## src/rtl/cvxif_offload_issuer.sv

```systemverilog
// cvxif_offload_issuer: core-side CV-X-IF initiator.
// Takes one offload candidate from decode, drives the issue handshake,
// commits or kills it, then waits for the coprocessor result and returns
// it to the core register file. Only one instruction is in flight at a time.
// Optional build macro: CVXIF_TIMEOUT_EN bounds the result wait to
// TIMEOUT_CYCLES cycles and reports expiry on timeout_o.
module cvxif_offload_issuer #(
    parameter int XLEN           = 64,
    parameter int ID_WIDTH       = 3,
    parameter int TIMEOUT_CYCLES = 1024
) (
    input  logic                clk_i,
    input  logic                rst_i,
    input  logic                instr_valid_i,
    output logic                instr_ready_o,
    input  logic [31:0]         instr_i,
    input  logic [XLEN-1:0]     rs1_i,
    input  logic [XLEN-1:0]     rs2_i,
    input  logic [ID_WIDTH-1:0] id_i,
    input  logic                flush_i,
    output logic                x_issue_valid_o,
    input  logic                x_issue_ready_i,
    output logic [31:0]         x_issue_instr_o,
    output logic [XLEN-1:0]     x_issue_rs1_o,
    output logic [XLEN-1:0]     x_issue_rs2_o,
    output logic [ID_WIDTH-1:0] x_issue_id_o,
    input  logic                x_issue_accept_i,
    input  logic                x_issue_writeback_i,
    input  logic                x_issue_exc_i,
    output logic                x_commit_valid_o,
    output logic [ID_WIDTH-1:0] x_commit_id_o,
    output logic                x_commit_kill_o,
    input  logic                x_result_valid_i,
    output logic                x_result_ready_o,
    input  logic [ID_WIDTH-1:0] x_result_id_i,
    input  logic [XLEN-1:0]     x_result_data_i,
    input  logic [4:0]          x_result_rd_i,
    input  logic                x_result_we_i,
    output logic                wb_valid_o,
    output logic [XLEN-1:0]     wb_data_o,
    output logic [4:0]          wb_rd_o,
    output logic                illegal_o,
    output logic                done_o,
    output logic                result_err_o,
    output logic                timeout_o
);

    typedef enum logic [1:0] {
        IDLE,
        ISSUE,
        COMMIT,
        WAIT_RESULT
    } state_t;

    state_t state_q, state_d;

    logic [31:0]         instr_q;
    logic [XLEN-1:0]     rs1_q;
    logic [XLEN-1:0]     rs2_q;
    logic [ID_WIDTH-1:0] id_q;

    logic kill_q, kill_d;
    logic wb_en_q, wb_en_d;
    logic exc_q, exc_d;
    logic latch_en;
    logic result_match;

    logic illegal_d, done_d, result_err_d, wb_valid_d;

`ifdef CVXIF_TIMEOUT_EN
    localparam int TW = $clog2(TIMEOUT_CYCLES + 1);
    logic [TW-1:0] tmo_cnt_q;
    logic          timeout_d;
`endif

    assign x_issue_instr_o = instr_q;
    assign x_issue_rs1_o   = rs1_q;
    assign x_issue_rs2_o   = rs2_q;
    assign x_issue_id_o    = id_q;
    assign x_commit_id_o   = id_q;

    // Next-state, handshake outputs and next values of the registered pulses
    always_comb begin
        state_d          = state_q;
        kill_d           = kill_q;
        wb_en_d          = wb_en_q;
        exc_d            = exc_q;
        latch_en         = 1'b0;
        instr_ready_o    = 1'b0;
        x_issue_valid_o  = 1'b0;
        x_commit_valid_o = 1'b0;
        x_commit_kill_o  = 1'b0;
        x_result_ready_o = 1'b0;
        illegal_d        = 1'b0;
        done_d           = 1'b0;
        result_err_d     = 1'b0;
        wb_valid_d       = 1'b0;
        result_match     = x_result_valid_i && (x_result_id_i == id_q);
`ifdef CVXIF_TIMEOUT_EN
        timeout_d        = 1'b0;
`endif
        case (state_q)
            IDLE: begin
                instr_ready_o = 1'b1;
                kill_d        = 1'b0;
                if (instr_valid_i && !flush_i) begin
                    latch_en = 1'b1;
                    state_d  = ISSUE;
                end
            end
            ISSUE: begin
                x_issue_valid_o = 1'b1;
                if (flush_i) begin
                    kill_d = 1'b1;
                end
                if (x_issue_ready_i) begin
                    if (!x_issue_accept_i) begin
                        illegal_d = !(kill_q || flush_i);
                        state_d   = IDLE;
                    end else begin
                        wb_en_d = x_issue_writeback_i;
                        exc_d   = x_issue_exc_i;
                        state_d = COMMIT;
                    end
                end
            end
            COMMIT: begin
                x_commit_valid_o = 1'b1;
                x_commit_kill_o  = kill_q || flush_i;
                if (kill_q || flush_i) begin
                    state_d = IDLE;
                end else if (!wb_en_q) begin
                    done_d  = 1'b1;
                    state_d = IDLE;
                end else begin
                    state_d = WAIT_RESULT;
                end
            end
            WAIT_RESULT: begin
                x_result_ready_o = 1'b1;
                if (flush_i) begin
                    kill_d = 1'b1;
                end
                if (result_match) begin
                    wb_valid_d = x_result_we_i && !kill_q && !flush_i;
                    state_d    = IDLE;
                end else if (x_result_valid_i) begin
                    result_err_d = 1'b1;
                end
`ifdef CVXIF_TIMEOUT_EN
                if (!result_match && (tmo_cnt_q == TW'(TIMEOUT_CYCLES - 1))) begin
                    timeout_d = 1'b1;
                    state_d   = IDLE;
                end
`endif
            end
            default: begin
                state_d = IDLE;
            end
        endcase
    end

    // State register plus the flags that follow one instruction through the FSM
    always_ff @(posedge clk_i) begin
        if (rst_i) begin
            state_q <= IDLE;
            kill_q  <= 1'b0;
            wb_en_q <= 1'b0;
            exc_q   <= 1'b0;
        end else begin
            state_q <= state_d;
            kill_q  <= kill_d;
            wb_en_q <= wb_en_d;
            exc_q   <= exc_d;
        end
    end

    // Issue payload is captured once in IDLE and held until the next candidate
    always_ff @(posedge clk_i) begin
        if (rst_i) begin
            instr_q <= '0;
            rs1_q   <= '0;
            rs2_q   <= '0;
            id_q    <= '0;
        end else if (latch_en) begin
            instr_q <= instr_i;
            rs1_q   <= rs1_i;
            rs2_q   <= rs2_i;
            id_q    <= id_i;
        end
    end

    // One-cycle status pulses and the register-file writeback port
    always_ff @(posedge clk_i) begin
        if (rst_i) begin
            illegal_o    <= 1'b0;
            done_o       <= 1'b0;
            result_err_o <= 1'b0;
            wb_valid_o   <= 1'b0;
            wb_data_o    <= '0;
            wb_rd_o      <= '0;
        end else begin
            illegal_o    <= illegal_d;
            done_o       <= done_d;
            result_err_o <= result_err_d;
            wb_valid_o   <= wb_valid_d;
            if (wb_valid_d) begin
                wb_data_o <= x_result_data_i;
                wb_rd_o   <= x_result_rd_i;
            end
        end
    end

`ifdef CVXIF_TIMEOUT_EN
    // Wait counter sits at zero outside WAIT_RESULT so it starts fresh on entry
    always_ff @(posedge clk_i) begin
        if (rst_i || (state_q != WAIT_RESULT)) begin
            tmo_cnt_q <= '0;
        end else begin
            tmo_cnt_q <= tmo_cnt_q + 1'b1;
        end
    end

    // Timeout pulse is registered like the other status pulses
    always_ff @(posedge clk_i) begin
        if (rst_i) begin
            timeout_o <= 1'b0;
        end else begin
            timeout_o <= timeout_d;
        end
    end
`else
    assign timeout_o = 1'b0;
`endif

endmodule

```

## config.mk

```make
export PLATFORM = sky130hd
export DESIGN_NAME = cvxif_offload_issuer
export DESIGN_NICKNAME = d
export VERILOG_FILES = /design/src/rtl/cvxif_offload_issuer.sv
export SDC_FILE = /design/constraint.sdc
export NUM_CORES = 1
export LEC_CHECK = 0
export ABC_CLOCK_PERIOD_IN_PS = 2300
export BUFFER_PORTS_ARGS = -buffer_cell sky130_fd_sc_hd__buf_2
export CELL_PAD_IN_SITES_DETAIL_PLACEMENT = 0
export CELL_PAD_IN_SITES_GLOBAL_PLACEMENT = 1
export CORE_AREA = 4 4 189 191
export CTS_CLUSTER_SIZE = 24
export DETAILED_ROUTE_END_ITERATION = 16
export DIE_AREA = 0 0 193 195
export GPL_TIMING_DRIVEN = 1
export MAX_ROUTING_LAYER = met4
export PLACE_DENSITY = 0.78
export REMOVE_ABC_BUFFERS = 1
export SLEW_MARGIN = 20
export SYNTH_ARGS = -nofsm -noshare
export SYNTH_HDL_FRONTEND = slang
export SYNTH_SLANG_ARGS = --single-unit
```

## constraint.sdc

```tcl
create_clock -name clk_i -period 2.3 [get_ports clk_i]
set_input_delay 0.23 -clock clk_i [delete_from_list [all_inputs] [get_ports clk_i]]
set_output_delay 0.23 -clock clk_i [all_outputs]
set_load 0.02 [all_outputs]
```

After elaboration in Yosys (flattened, before gate mapping)
Cells that the tools add are included.
- input bits: 245
- register bits: 240
- bitwise operators: 4
- eq/ne operators: 8
- mux-type cells: 20
- reduce and logical (&&, ||, !) cells: 17
- operators with widths (operator ; count):
    $mux W1 ; 12
    $mux W2 ; 6
    $pmux W2 S4 ; 1
    $ne A2 B2 Y1 const B ; 3
    $reduce_and A3 Y1 ; 2
    $reduce_or A3 Y1 ; 2
    $eq A2 B2 Y1 const B ; 2
    $logic_and A1 B1 Y1 ; 4
    $not A1 Y1 ; 4
    $reduce_or A4 Y1 ; 1
    $eq A3 B3 Y1 ; 1
    $logic_not A1 Y1 ; 3
    $eq A2 B1 Y1 const B ; 1
    $logic_not A2 Y1 ; 1
    $ne A2 B1 Y1 const B ; 1
    $pmux W1 S2 ; 1
    $reduce_and A2 Y1 ; 1
    $reduce_bool A2 Y1 ; 1
    $reduce_or A2 Y1 ; 1
    $logic_or A1 B1 Y1 ; 1

Longest topological paths before layout
- depth after elaboration: 5
- depth in mapped cells: 7

Worst setup path after synthesis
No wires, ideal clock.
- path type: reg-to-reg
- start point: register id_q[0], in the netlist x_commit_id_o[0]
- end point: register wb_data_o[53]
- buffers on the path: 2
- data required time: 2.228 ns
- clock period less this slack: 1.583 ns
- arrival time: 1.511 ns
- cell stages (with the launch flop): 7
- slack: 0.717 ns
- path through: dfxtp_1 xnor2_1 nand4_1 nor2_4 buf_6 buf_8 mux2i_1
- cells in the longest elaborated chain, start to end: 4
- ends and longest elaborated chain (element ; line ; text):
    start, declared ; 60 ; logic [ID_WIDTH-1:0] id_q;
    start signal, assigned ; 189 ; id_q <= id_i;
    $eq A3 B3 Y1 ; 98 ; result_match = x_result_valid_i && (x_result_id_i == id_q);
    $logic_and A1 B1 Y1 ; 98 ;
    $mux W1 ; 144 ; if (result_match) begin
    $mux W1 ; 102 ; case (state_q)
    end signal, assigned ; 208 ; wb_data_o <= x_result_data_i;
    end, declared ; 40 ; output logic [XLEN-1:0] wb_data_o,
Every way passes these cells.
A chain may end at the register's enable or synchronous reset.

Worst setup path after layout
- start point: register id_q[1], in the netlist x_commit_id_o[1]
- end point: register wb_data_o[60]
Same word-level chain as after synthesis.

==> out/qor.yml <==
dp_hpwl_mm: 22.8
drtIter0Drc: 304
hold_class: "in2reg"
grt-ovfl-total: 0
syn_inst: 1054
post-route-util_pct: 44.7
cts_sinks: 240
startpoint_type: "flip-flop"
avgSynthCellArea_um2: 8.61
synthFlopType: "dfxtp_1"
critPathArrivalTime_ns: 2.29
synth_adder_area_share_pct: 0
cts_buffers: 27
muxShareOfSynthArea_pct: 7.72
p_per_area_nw_per_um2: 670
cts_tree: "built"
rsz0062_at_grt: "false"
vias: 9774
post_cts_buffers: 0
wl_per_cell_um: 15.2
start_util_pct: 26.6
period_share_pct: 80.0
pin_count: 490
grt_pass1_wl_mm: 51.5
finalHoldViolCount: 0
worstPathMaxFanout: 19
synth.distinct_cells: 28
coreArea_um2: 34100
p_leak_nw: 6.84
ant_nets: 0
crit_required_ns: 2.75
slew_headroom_pct: 59.5
first_global_vias: 10000
worst-setup-path-type: "reg2reg"
gp_congestion: 0.783
fin_ws_ns: 0.461
slowest_stage: "dfxtp_1"
synth_warnings: 0
cp_cell_sequence: "xnor2_1 > nand4_1 > nor2_4 > buf_12 > mux2i_1"
die_y_um: 195
setup-violations-final: 0
drc: 0
dieArea_um2: 37600
synth_top_family_by_area: "simple AND/OR/NAND/NOR gates"
grt_usage_pct: 17.1
skew_ns: 0.0113
synth_compound_area_share_pct: 9.45
clk_latency_ns: 0.53
via_per_inst: 4.39
cpPeakStageDelay_ns: 0.46
rows: 68
outcome: "complete, no violations"
pre_cts_ws_ns: 0.455
fin_nets: 1997
antenna_found_initial: 1
fin_crit_ns: 1.84
die_w_um: 193
area_delta_synth_final_pct: 67.8
portBuffers: 487
fmax_ghz: 0.544
tightest_slew_ns: 0.607
drive_above_1_share_pct: 32.1
synth-edff-count: 0
root_buffer: "clkbuf_16"
cts-htree-levels: 1
grt_start_max_net_pins: 131
synthArstFlopShare_pct: 0
synth-seq-cells: 240
drv_slew: 0
critPathCaptureType: "flip-flop"
clk_pin_slew_ns: 0.06
synthesis.area_um2: 9080
synthSimpleGateAreaFrac_pct: 24.5
synth-xor-area-share_pct: 0.289
drt-pass1-iter-count: 4
synth_seq_area_share_pct: 52.9
max-vdd-ir-drop_uv: 536
maxCapViolations: 0
clockBufferDepth: 3
wirelength_mm: 33.9
-- where the power goes --
part	internal (mW)	leakage, nW	total [mW]	switching [mW]
clock	2.71	0.463	4.43	1.72
combinational	0.692	4.43	1.41	0.716
sequential	4.30	1.95	4.37	0.0721
total	7.70	6.84	10.2	2.51
-- cell type report --
class                   instances  area [µm²]
well taps                     455         569
inverters                       1        3.75
repair buffers                751        5110
diodes                          1        2.50
flip-flops and latches        240        4800
fillers                      3241       18900
clock inverters                 7        85.1
multi-input cells             731        3820
clock buffers                  41         838
-- worst paths after layout --
| path | startpoint | endpoint | slack (ns) | cells past startpoint |
|---|---|---|---|---|
| min reg2reg | x_issue_rs1_o[25] | x_issue_rs1_o[25] | 0.45 | 2 |
| max reg2reg | x_commit_id_o[1] | wb_data_o[60] | 0.46 | 5 |
| max | x_commit_id_o[1] | wb_data_o[60] | 0.46 | 5 |
| min | x_result_data_i[18] | wb_data_o[18] | 0.02 | 3 |
-- registers in the layout (all words and copies together) (netlist names) --
signal / flops
state_q: 2
done_o: 1
x_issue_rs1_o: 64
wb_data_o: 64
wb_rd_o: 5
wb_en_q: 1
x_commit_id_o: 3
result_err_o: 1
x_issue_rs2_o: 64
illegal_o: 1
x_issue_instr_o: 32
wb_valid_o: 1
kill_q: 1
-- Yosys cell counts (all sizes together) (2+ instances only) --
| cell | count | area share, % |
|---|---|---|
| nand3 | 2 | 0.17 |
| a21oi | 164 | 9.0 |
| buf | 48 | 3.7 |
| xnor2 | 3 | 0.29 |
| or3 | 2 | 0.14 |
| nor2 | 7 | 0.37 |
| nand2b | 140 | 9.6 |
| mux2i | 70 | 7.7 |
| clkbuf | 34 | 1.4 |
| nand2 | 329 | 14 |
| dfxtp | 240 | 53 |
| nor3 | 4 | 0.22 |
-- worst max-delay path, delay by kind of cell (launching register included) --
family,cells,cell delay [ns]
buffers and inverters,1,0.24
AND/OR/NAND/NOR,2,0.66
multiplexers,1,0.22
flip-flops,1,0.46
XOR/XNOR,1,0.15
-- logic make-up (layout without fill, tap and decap cells) --
kind of cell | after synthesis | after routing
other | 1 | 2
xor gates and xnor gates | 3 | 3
DFF | 240 | 240
AOI/OAI and AO/OA | 169 | 169
and+or+nand+nor | 488 | 488
muxes | 70 | 70
buffers and inverters | 83 | 800
-- layout by cell type (no fill, tap or decap), types with 2 or more instances in the layout --
master         synthesis  layout
buf_2                 28     486
bufinv_16              0       2
buf_4                 10      23
clkinv_2               0       5
buf_12                 0       8
a21oi_1              164     164
nor3_1                 4       3
clkbuf_16              0      27
nand2b_1             140     140
dlygate4sd3_1          0     233
nand2_1              329     329
clkbuf_8               0      12
mux2i_1               70      70
clkbuf_1              34       3
nor2_1                 6       6
dfxtp_1              240     240
xnor2_1                3       3
-- through the flow --
step	instance area (µm²)	power [mW]	hold slack (ns)	cells	setup TNS, ns
floorplan	8620	4.99	0.299	972	-1101.89
global placement	12000	5.52	0.431	1945	0
detailed placement	12000	5.54	0.427	1945	0
CTS	15200	10.3	0.00332	2226	0
global route	15200	10.6	0.00580	2227	0
finish	15200	10.2	0.0197	2227	0
-- what timing repair did --
item	in CTS	in global routing
setup endpoints to repair	0	0
gates resized for setup	0	0
endpoints found under the hold margin	233	0
hold buffers	233	0
-- metal layers --
layer / up-vias / share of wire, % / global-route usage (%)
li1: 4774 / - / -
met3: 81 / 8.5 / 4.02
met2: 403 / 49 / 29.6
met5: - / 0 / -
met1: 4516 / 40 / 19.3
met4: 0 / 3.2 / 5.61
Note: power is estimated with default switching activity, not from simulation.
